===== src/rtl/spi_pkg.sv =====
// Shared types and helpers for the burst SPI slave: FSM state encoding,
// frame direction constants and the SCK edge-polarity helper.
package spi_pkg;

  typedef enum logic [1:0] {
    IDLE = 2'd0,
    HDR  = 2'd1,
    DATA = 2'd2
  } spi_state_e;

  localparam logic RW_READ  = 1'b1;
  localparam logic RW_WRITE = 1'b0;

  // The sample edge is the leading edge (away from CPOL) when CPHA = 0 and
  // the trailing edge when CPHA = 1. That works out to "sample on the rising
  // edge" exactly when CPOL and CPHA are equal. The shift edge is the other one.
  function automatic logic sample_on_rise(input logic cpol, input logic cpha);
    return (cpol == cpha);
  endfunction

endpackage


===== src/rtl/spi_sync_edge.sv =====
// Brings sck/ncs/si into the clk domain through 2-FF synchronisers and
// produces registered, single-cycle edge pulses. si_s is delayed one more
// stage so that it lines up with the registered sck pulses.
module spi_sync_edge
  import spi_pkg::*;
#(
  parameter bit CPOL = 1'b0,
  parameter bit CPHA = 1'b0
) (
  input  logic clk,
  input  logic rst,
  input  logic sck,
  input  logic ncs,
  input  logic si,
  output logic sck_sample,
  output logic sck_shift,
  output logic ncs_fall,
  output logic ncs_rise,
  output logic si_s
);

  localparam bit SAMPLE_RISE = sample_on_rise(CPOL, CPHA);

  // [0],[1] are the synchroniser pair; [2] is the previous value used for edge detection
  logic [2:0] sck_q;
  logic [2:0] ncs_q;
  logic [1:0] si_q;
  logic       sck_rise;
  logic       sck_fall;

  assign sck_rise = sck_q[1] & ~sck_q[2];
  assign sck_fall = ~sck_q[1] & sck_q[2];

  // Synchroniser chains; sck resets to its idle level so reset release makes no false edge
  always_ff @(posedge clk or negedge rst) begin
    if (!rst) begin
      sck_q <= {3{CPOL}};
      ncs_q <= 3'b111;
      si_q  <= 2'b00;
    end else begin
      sck_q <= {sck_q[1:0], sck};
      ncs_q <= {ncs_q[1:0], ncs};
      si_q  <= {si_q[0], si};
    end
  end

  // Registered edge pulses and the aligned data bit
  always_ff @(posedge clk or negedge rst) begin
    if (!rst) begin
      sck_sample <= 1'b0;
      sck_shift  <= 1'b0;
      ncs_fall   <= 1'b0;
      ncs_rise   <= 1'b0;
      si_s       <= 1'b0;
    end else begin
      sck_sample <= SAMPLE_RISE ? sck_rise : sck_fall;
      sck_shift  <= SAMPLE_RISE ? sck_fall : sck_rise;
      ncs_fall   <= ~ncs_q[1] & ncs_q[2];
      ncs_rise   <= ncs_q[1] & ~ncs_q[2];
      si_s       <= si_q[1];
    end
  end

endmodule


===== src/rtl/spi_slave_burst.sv =====
// SPI slave for the MCU register bus. A frame is [rw, addr, word0, word1, ...]
// MSB first and ends when ncs rises. Writes produce one wr_en per word; reads
// issue rd_req per word and shift the returned rd_data out on MISO.
// Read handshake: rd_req is a one-cycle request for the current addr; the first
// clk with rd_valid = 1 after it supplies rd_data. Data that has not arrived by
// the shift edge of the word's first bit is an underrun: the word goes out as
// zeros and err_underrun is set until the next frame starts.
module spi_slave_burst
  import spi_pkg::*;
#(
  parameter int unsigned ADDR_WIDTH = 7,
  parameter int unsigned DATA_WIDTH = 24,
  parameter bit          CPOL       = 1'b0,
  parameter bit          CPHA       = 1'b0,
  parameter bit          AUTO_INC   = 1'b1
) (
  input  logic                  clk,
  input  logic                  rst,
  input  logic                  sck,
  input  logic                  ncs,
  input  logic                  si,
  output logic                  so,
  output logic                  so_oe,
  output logic                  rw,
  output logic [ADDR_WIDTH-1:0] addr,
  output logic                  wr_en,
  output logic [DATA_WIDTH-1:0] wr_data,
  output logic                  rd_req,
  input  logic [DATA_WIDTH-1:0] rd_data,
  input  logic                  rd_valid,
  output logic                  busy,
  output logic                  err_underrun,
  output logic [1:0]            dbg_state
);

  localparam int unsigned SW = (ADDR_WIDTH > DATA_WIDTH) ? ADDR_WIDTH : DATA_WIDTH;
  localparam int unsigned CW = $clog2(SW + 2);

  logic sck_sample;
  logic sck_shift;
  logic ncs_fall;
  logic ncs_rise;
  logic si_s;

  spi_sync_edge #(
    .CPOL(CPOL),
    .CPHA(CPHA)
  ) u_sync (
    .clk       (clk),
    .rst       (rst),
    .sck       (sck),
    .ncs       (ncs),
    .si        (si),
    .sck_sample(sck_sample),
    .sck_shift (sck_shift),
    .ncs_fall  (ncs_fall),
    .ncs_rise  (ncs_rise),
    .si_s      (si_s)
  );

  spi_state_e          state;
  spi_state_e          state_nx;
  logic                hdr_done;
  logic                word_done;
  logic                frame_start;
  logic                frame_end;
  logic [CW-1:0]       bit_cnt;
  logic [SW-1:0]       shift_reg;
  logic [SW-1:0]       shift_nx;
  logic [DATA_WIDTH-1:0] tx;
  logic                tx_loaded;
  logic                tx_first;
  logic                rd_wait;
  logic                rd_pend;
  logic                inc_pend;
  logic                rx_bit;

  assign shift_nx  = {shift_reg[SW-2:0], si_s};
  assign dbg_state = state;
  // A sample edge counts only inside a frame and only if ncs is not rising at the same time
  assign rx_bit    = sck_sample && (state != IDLE) && !frame_end;

  // FSM state register
  always_ff @(posedge clk or negedge rst) begin
    if (!rst) state <= IDLE;
    else      state <= state_nx;
  end

  // Next state and frame event decode; ncs rising takes priority over any sample
  always_comb begin
    state_nx    = state;
    hdr_done    = 1'b0;
    word_done   = 1'b0;
    frame_start = 1'b0;
    frame_end   = 1'b0;
    case (state)
      IDLE: begin
        if (ncs_fall) begin
          state_nx    = HDR;
          frame_start = 1'b1;
        end
      end
      HDR: begin
        if (ncs_rise) begin
          state_nx  = IDLE;
          frame_end = 1'b1;
        end else if (sck_sample && bit_cnt == CW'(ADDR_WIDTH)) begin
          hdr_done = 1'b1;
          state_nx = DATA;
        end
      end
      DATA: begin
        if (ncs_rise) begin
          state_nx  = IDLE;
          frame_end = 1'b1;
        end else if (sck_sample && bit_cnt == CW'(DATA_WIDTH - 1)) begin
          word_done = 1'b1;
        end
      end
      default: state_nx = IDLE;
    endcase
  end

  // Receive side: bit counter, shift register and the direction bit
  always_ff @(posedge clk or negedge rst) begin
    if (!rst) begin
      bit_cnt   <= '0;
      shift_reg <= '0;
      rw        <= 1'b0;
    end else begin
      if (frame_start || hdr_done || word_done) bit_cnt <= '0;
      else if (rx_bit)                         bit_cnt <= bit_cnt + CW'(1);
      if (rx_bit) shift_reg <= shift_nx;
      if (rx_bit && state == HDR && bit_cnt == '0) rw <= si_s;
    end
  end

  // Bus side and MISO: address sequencing, strobes, read handshake, tx shifting
  always_ff @(posedge clk or negedge rst) begin
    if (!rst) begin
      addr         <= '0;
      wr_en        <= 1'b0;
      wr_data      <= '0;
      rd_req       <= 1'b0;
      busy         <= 1'b0;
      so_oe        <= 1'b0;
      so           <= 1'b0;
      err_underrun <= 1'b0;
      tx           <= '0;
      tx_loaded    <= 1'b0;
      tx_first     <= 1'b0;
      rd_wait      <= 1'b0;
      rd_pend      <= 1'b0;
      inc_pend     <= 1'b0;
    end else begin
      wr_en  <= 1'b0;
      rd_req <= 1'b0;

      if (hdr_done) begin
        addr     <= shift_nx[ADDR_WIDTH-1:0];
        rd_pend  <= (rw == RW_READ);
        tx_first <= 1'b1;
      end

      // addr stays put during the wr_en cycle; the increment follows one cycle later
      if (word_done) begin
        if (rw == RW_WRITE) begin
          wr_en   <= 1'b1;
          wr_data <= shift_nx[DATA_WIDTH-1:0];
        end
        inc_pend <= 1'b1;
        tx_first <= 1'b1;
      end

      if (inc_pend) begin
        addr     <= addr + ADDR_WIDTH'(AUTO_INC);
        inc_pend <= 1'b0;
        rd_pend  <= (rw == RW_READ) && (state == DATA);
      end

      if (rd_pend) begin
        rd_req    <= 1'b1;
        rd_wait   <= 1'b1;
        tx_loaded <= 1'b0;
        rd_pend   <= 1'b0;
      end

      // First bit of a word: use loaded data, or rd_data arriving this very cycle, else underrun
      if (state == DATA && rw == RW_READ && sck_shift) begin
        if (tx_first) begin
          tx_first  <= 1'b0;
          rd_wait   <= 1'b0;
          tx_loaded <= 1'b0;
          if (tx_loaded) begin
            so <= tx[DATA_WIDTH-1];
            tx <= {tx[DATA_WIDTH-2:0], 1'b0};
          end else if (rd_wait && rd_valid) begin
            so <= rd_data[DATA_WIDTH-1];
            tx <= {rd_data[DATA_WIDTH-2:0], 1'b0};
          end else begin
            so           <= 1'b0;
            tx           <= '0;
            err_underrun <= 1'b1;
          end
        end else begin
          so <= tx[DATA_WIDTH-1];
          tx <= {tx[DATA_WIDTH-2:0], 1'b0};
        end
      end else if (rd_wait && rd_valid && tx_first) begin
        tx        <= rd_data;
        tx_loaded <= 1'b1;
        rd_wait   <= 1'b0;
      end

      if (frame_start) begin
        busy         <= 1'b1;
        so_oe        <= 1'b1;
        so           <= 1'b0;
        err_underrun <= 1'b0;
        tx_loaded    <= 1'b0;
        tx_first     <= 1'b0;
        rd_wait      <= 1'b0;
        rd_pend      <= 1'b0;
      end

      // End of frame: partial word dropped, addr and rw keep their values
      if (frame_end) begin
        busy      <= 1'b0;
        so_oe     <= 1'b0;
        so        <= 1'b0;
        tx_loaded <= 1'b0;
        tx_first  <= 1'b0;
        rd_wait   <= 1'b0;
        rd_pend   <= 1'b0;
      end
    end
  end

endmodule


===== config.mk =====
export PLATFORM = sky130hd
export DESIGN_NAME = spi_slave_burst
export DESIGN_NICKNAME = d
export VERILOG_FILES = /design/src/rtl/spi_pkg.sv /design/src/rtl/spi_sync_edge.sv /design/src/rtl/spi_slave_burst.sv
export SDC_FILE = /design/constraint.sdc
export NUM_CORES = 1
export LEC_CHECK = 0
export CAP_MARGIN = 20
export CORE_AREA = 2 2 95 97
export DETAILED_ROUTE_END_ITERATION = 7
export DIE_AREA = 0 0 97 99
export MAX_ROUTING_LAYER = met4
export PLACE_DENSITY = 0.82
export SETUP_SLACK_MARGIN = 0.02
export SLEW_MARGIN = 30
export SYNTH_ARGS = -nofsm -noshare
export SYNTH_HDL_FRONTEND = slang
export SYNTH_SLANG_ARGS = --single-unit

===== constraint.sdc =====
create_clock -name clk -period 3.2 [get_ports clk]
set_input_delay 0.8 -clock clk [delete_from_list [all_inputs] [get_ports clk]]
set_output_delay 0.8 -clock clk [all_outputs]
set_load 0.02 [all_outputs]

==> metrics.txt <==
Final GP Congestion 0.8279; Placement Cell Area 5529 um^2; Max clock buf depth 2; worst path arrival time 1.61 ns; unrepaired setup endpoints after global routing false; cell taking the most area after synthesis dfrtp_1; Peak VDD IR 0.0003174 V; # DRC 0; post-cts resize count 0; post-place setup slack 0.8566 ns; drt first-iter violations 93; first-pass GRT wire length 15,500 um; cells after synthesis 351; io pins 70; Via Count 2,985; max-slew violation count 0; ANT cells 0; routed wire length 8842 um; fin crit share 75.29%; TritonRoute pass-1 iters 4; total power draw 0.002838 W; HP Class reg2reg; CP delay by family, top buffers and inverters; Routed wire per std cell 16.68 um; Initial Util 55.75%; Core Area 8551 um^2; Worst-Skew Late Latency 0.38 ns; Worst setup SP type flip-flop; critical path's largest stage delay 0.68 ns; Mean Syn Cell Area 13.58 um^2; Num CTS Buffers 9; Placed Cells 514; Max Cap Viol 0; Hold Buf Count CTS 0; share of the synthesized area in the top cell type 55.64%; Post-CTS Setup Inserts 0; clock sinks 109; syn nets 387; CP Cell Sequence clkdlybuf4s50_1; CTS H-Tree Depth 3; relative slew slack 51.08%; final setup margin 0.7906 ns; clk root buf clkbuf_8; routed vias/inst 5.632; final setup vio count 0; final non-filler cell total 530; antenna-violating nets left 0; Pleak 2.797 nW; Max FO, Critical Path 6; GRT Total Usage 20.65%; fmax 415.0 MHz; Layout Cell Area excl Fill 5732 um^2; initial antenna violation count 0; TNS Setup 0 ns; clock period minus worst slack 2.409 ns; commonest non-fill, non-tap cell in the layout dfrtp_1; #FFs+latches synth 109; Buf/Inv on CP 1; largest net degree at the start of global routing 60; largest cells by area after synthesis dfrtp_1, mux2i_1, mux2_2, mux2_4, a221oi_1; slowest stage cell, crit path clkdlybuf4s50_1; Ys Warns 0; Yosys cell types 37; register area share after synthesis 57.30%; Worst-path clk slew 0.10 ns; Worst Setup Path Type reg2out; final hold vios 0; num rows 34; post-synthesis cell area 4767 um^2; status completed; GR Overflow Total 0; vias in the first global route 3,128; Worst Tran Pin Value 0.7338 ns; Critical Path End Type output pin; final net count 453; dpl hpwl 5747 um; most frequent cells in the layout dfrtp_1, clkdlybuf4s50_1, mux2i_1, mux2_2; die height 99 um; Req. time, crit path 2.40 ns; synthesis-to-layout area growth 20.24%; power density of the placed cells 495.2 nW/um^2; die width 97 um; die area 9603 um^2; worst clock skew 0.01570 ns; IO Port Bufs 69; Layout fillers 633; layout cells sized above 1 18.96%; CTS tree done
[worst paths after layout]
check / startpoint / endpoint / slack [ns] / depth (start not counted)
min in group asynchronous: rst / tx[4]$_DFFE_PN0P_ / 0.48 / 1
setup reg to reg: dbg_state[0]$_DFFE_PN0P_ / wr_data[1]$_DFFE_PN0P_ / 0.88 / 6
max in group asynchronous: rst / addr[2]$_DFFE_PN0P_ / 1.99 / 2
setup / recovery: rw$_DFFE_PN0P_ / rw / 0.79 / 1
hold / removal: u_sync.si_q[1]$_DFF_PN0_ / u_sync.si_s$_DFF_PN0_ / 0.36 / 0
hold reg to reg: u_sync.si_q[1]$_DFF_PN0_ / u_sync.si_s$_DFF_PN0_ / 0.36 / 0
[synthesized netlist by cell type]
cell	instances
o21a_1	1
ha_1	6
o31ai_1	1
o21ai_0	2
nand4b_4	1
nand4_1	1
nor3b_1	2
a21oi_1	25
buf_4	1
and2_1	1
buf_2	6
nor4b_1	1
a221oi_1	25
a211oi_1	1
or3_1	1
mux2_2	30
nand3_1	7
or2_2	1
nor3_4	1
nor2_8	1
xor2_1	3
or3b_4	1
dfstp_2	3
and3_1	2
a22oi_1	1
inv_1	6
dfrtp_1	106
mux2_4	19
nor3_1	4
clkbuf_1	11
nand2_1	9
nor2b_1	5
buf_12	2
mux2i_1	40
nand2b_1	5
xnor2_1	6
nor2_1	13
[layer usage]
metal	up-vias	wire length (um)	GRT usage [%]
met2	60	4329	31.25
met5	-	0	-
li1	1403	-	-
met4	0	84	6.067
met3	10	340	5.532
met1	1512	4087	27.78
[power breakdown]
part | total, W | internal [W] | switching (W)
clock | 0.000854 | 0.000373 | 0.000481
combinational | 0.000411 | 0.000208 | 0.000203
sequential | 0.00157 | 0.00147 | 0.000101
[through the flow]
stage	hold WS [ns]	util (%)
2_1_floorplan	0.3312	-
3_3_place_gp	0.3318	64.66
3_5_place_dp	0.3358	64.66
4_1_cts	0.3578	67.03
5_1_grt	0.3663	67.03
6_report	0.3574	67.03
[logic make-up (layout without fill, tap and decap cells)]
| family | Yosys count | count (layout) | synth area share, % |
|---|---|---|---|
| AOI/OAI and AO/OA | 56 | 56 | 8.058 |
| xor gates and xnor gates | 9 | 9 | 1.654 |
| adders and majority gates | 6 | 6 | 1.575 |
| buffers and inverters | 26 | 97 | 2.966 |
| DFF | 109 | 109 | 57.30 |
| muxes | 89 | 89 | 21.47 |
| and+or+nand+nor | 56 | 56 | 6.982 |
[final cells by class]
class | count | area (um^2) | share of cell area, %
flip-flops and latches | 109 | 2731 | 47.65
multi-input cells | 216 | 1894 | 33.05
repair buffers | 75 | 745.7 | 13.01
well taps | 108 | 135.1 | 2.358
clock buffers | 9 | 123.9 | 2.161
clock inverters | 7 | 78.83 | 1.375
inverters | 6 | 22.52 | 0.3929
Note: power is estimated with default switching activity, not from simulation.
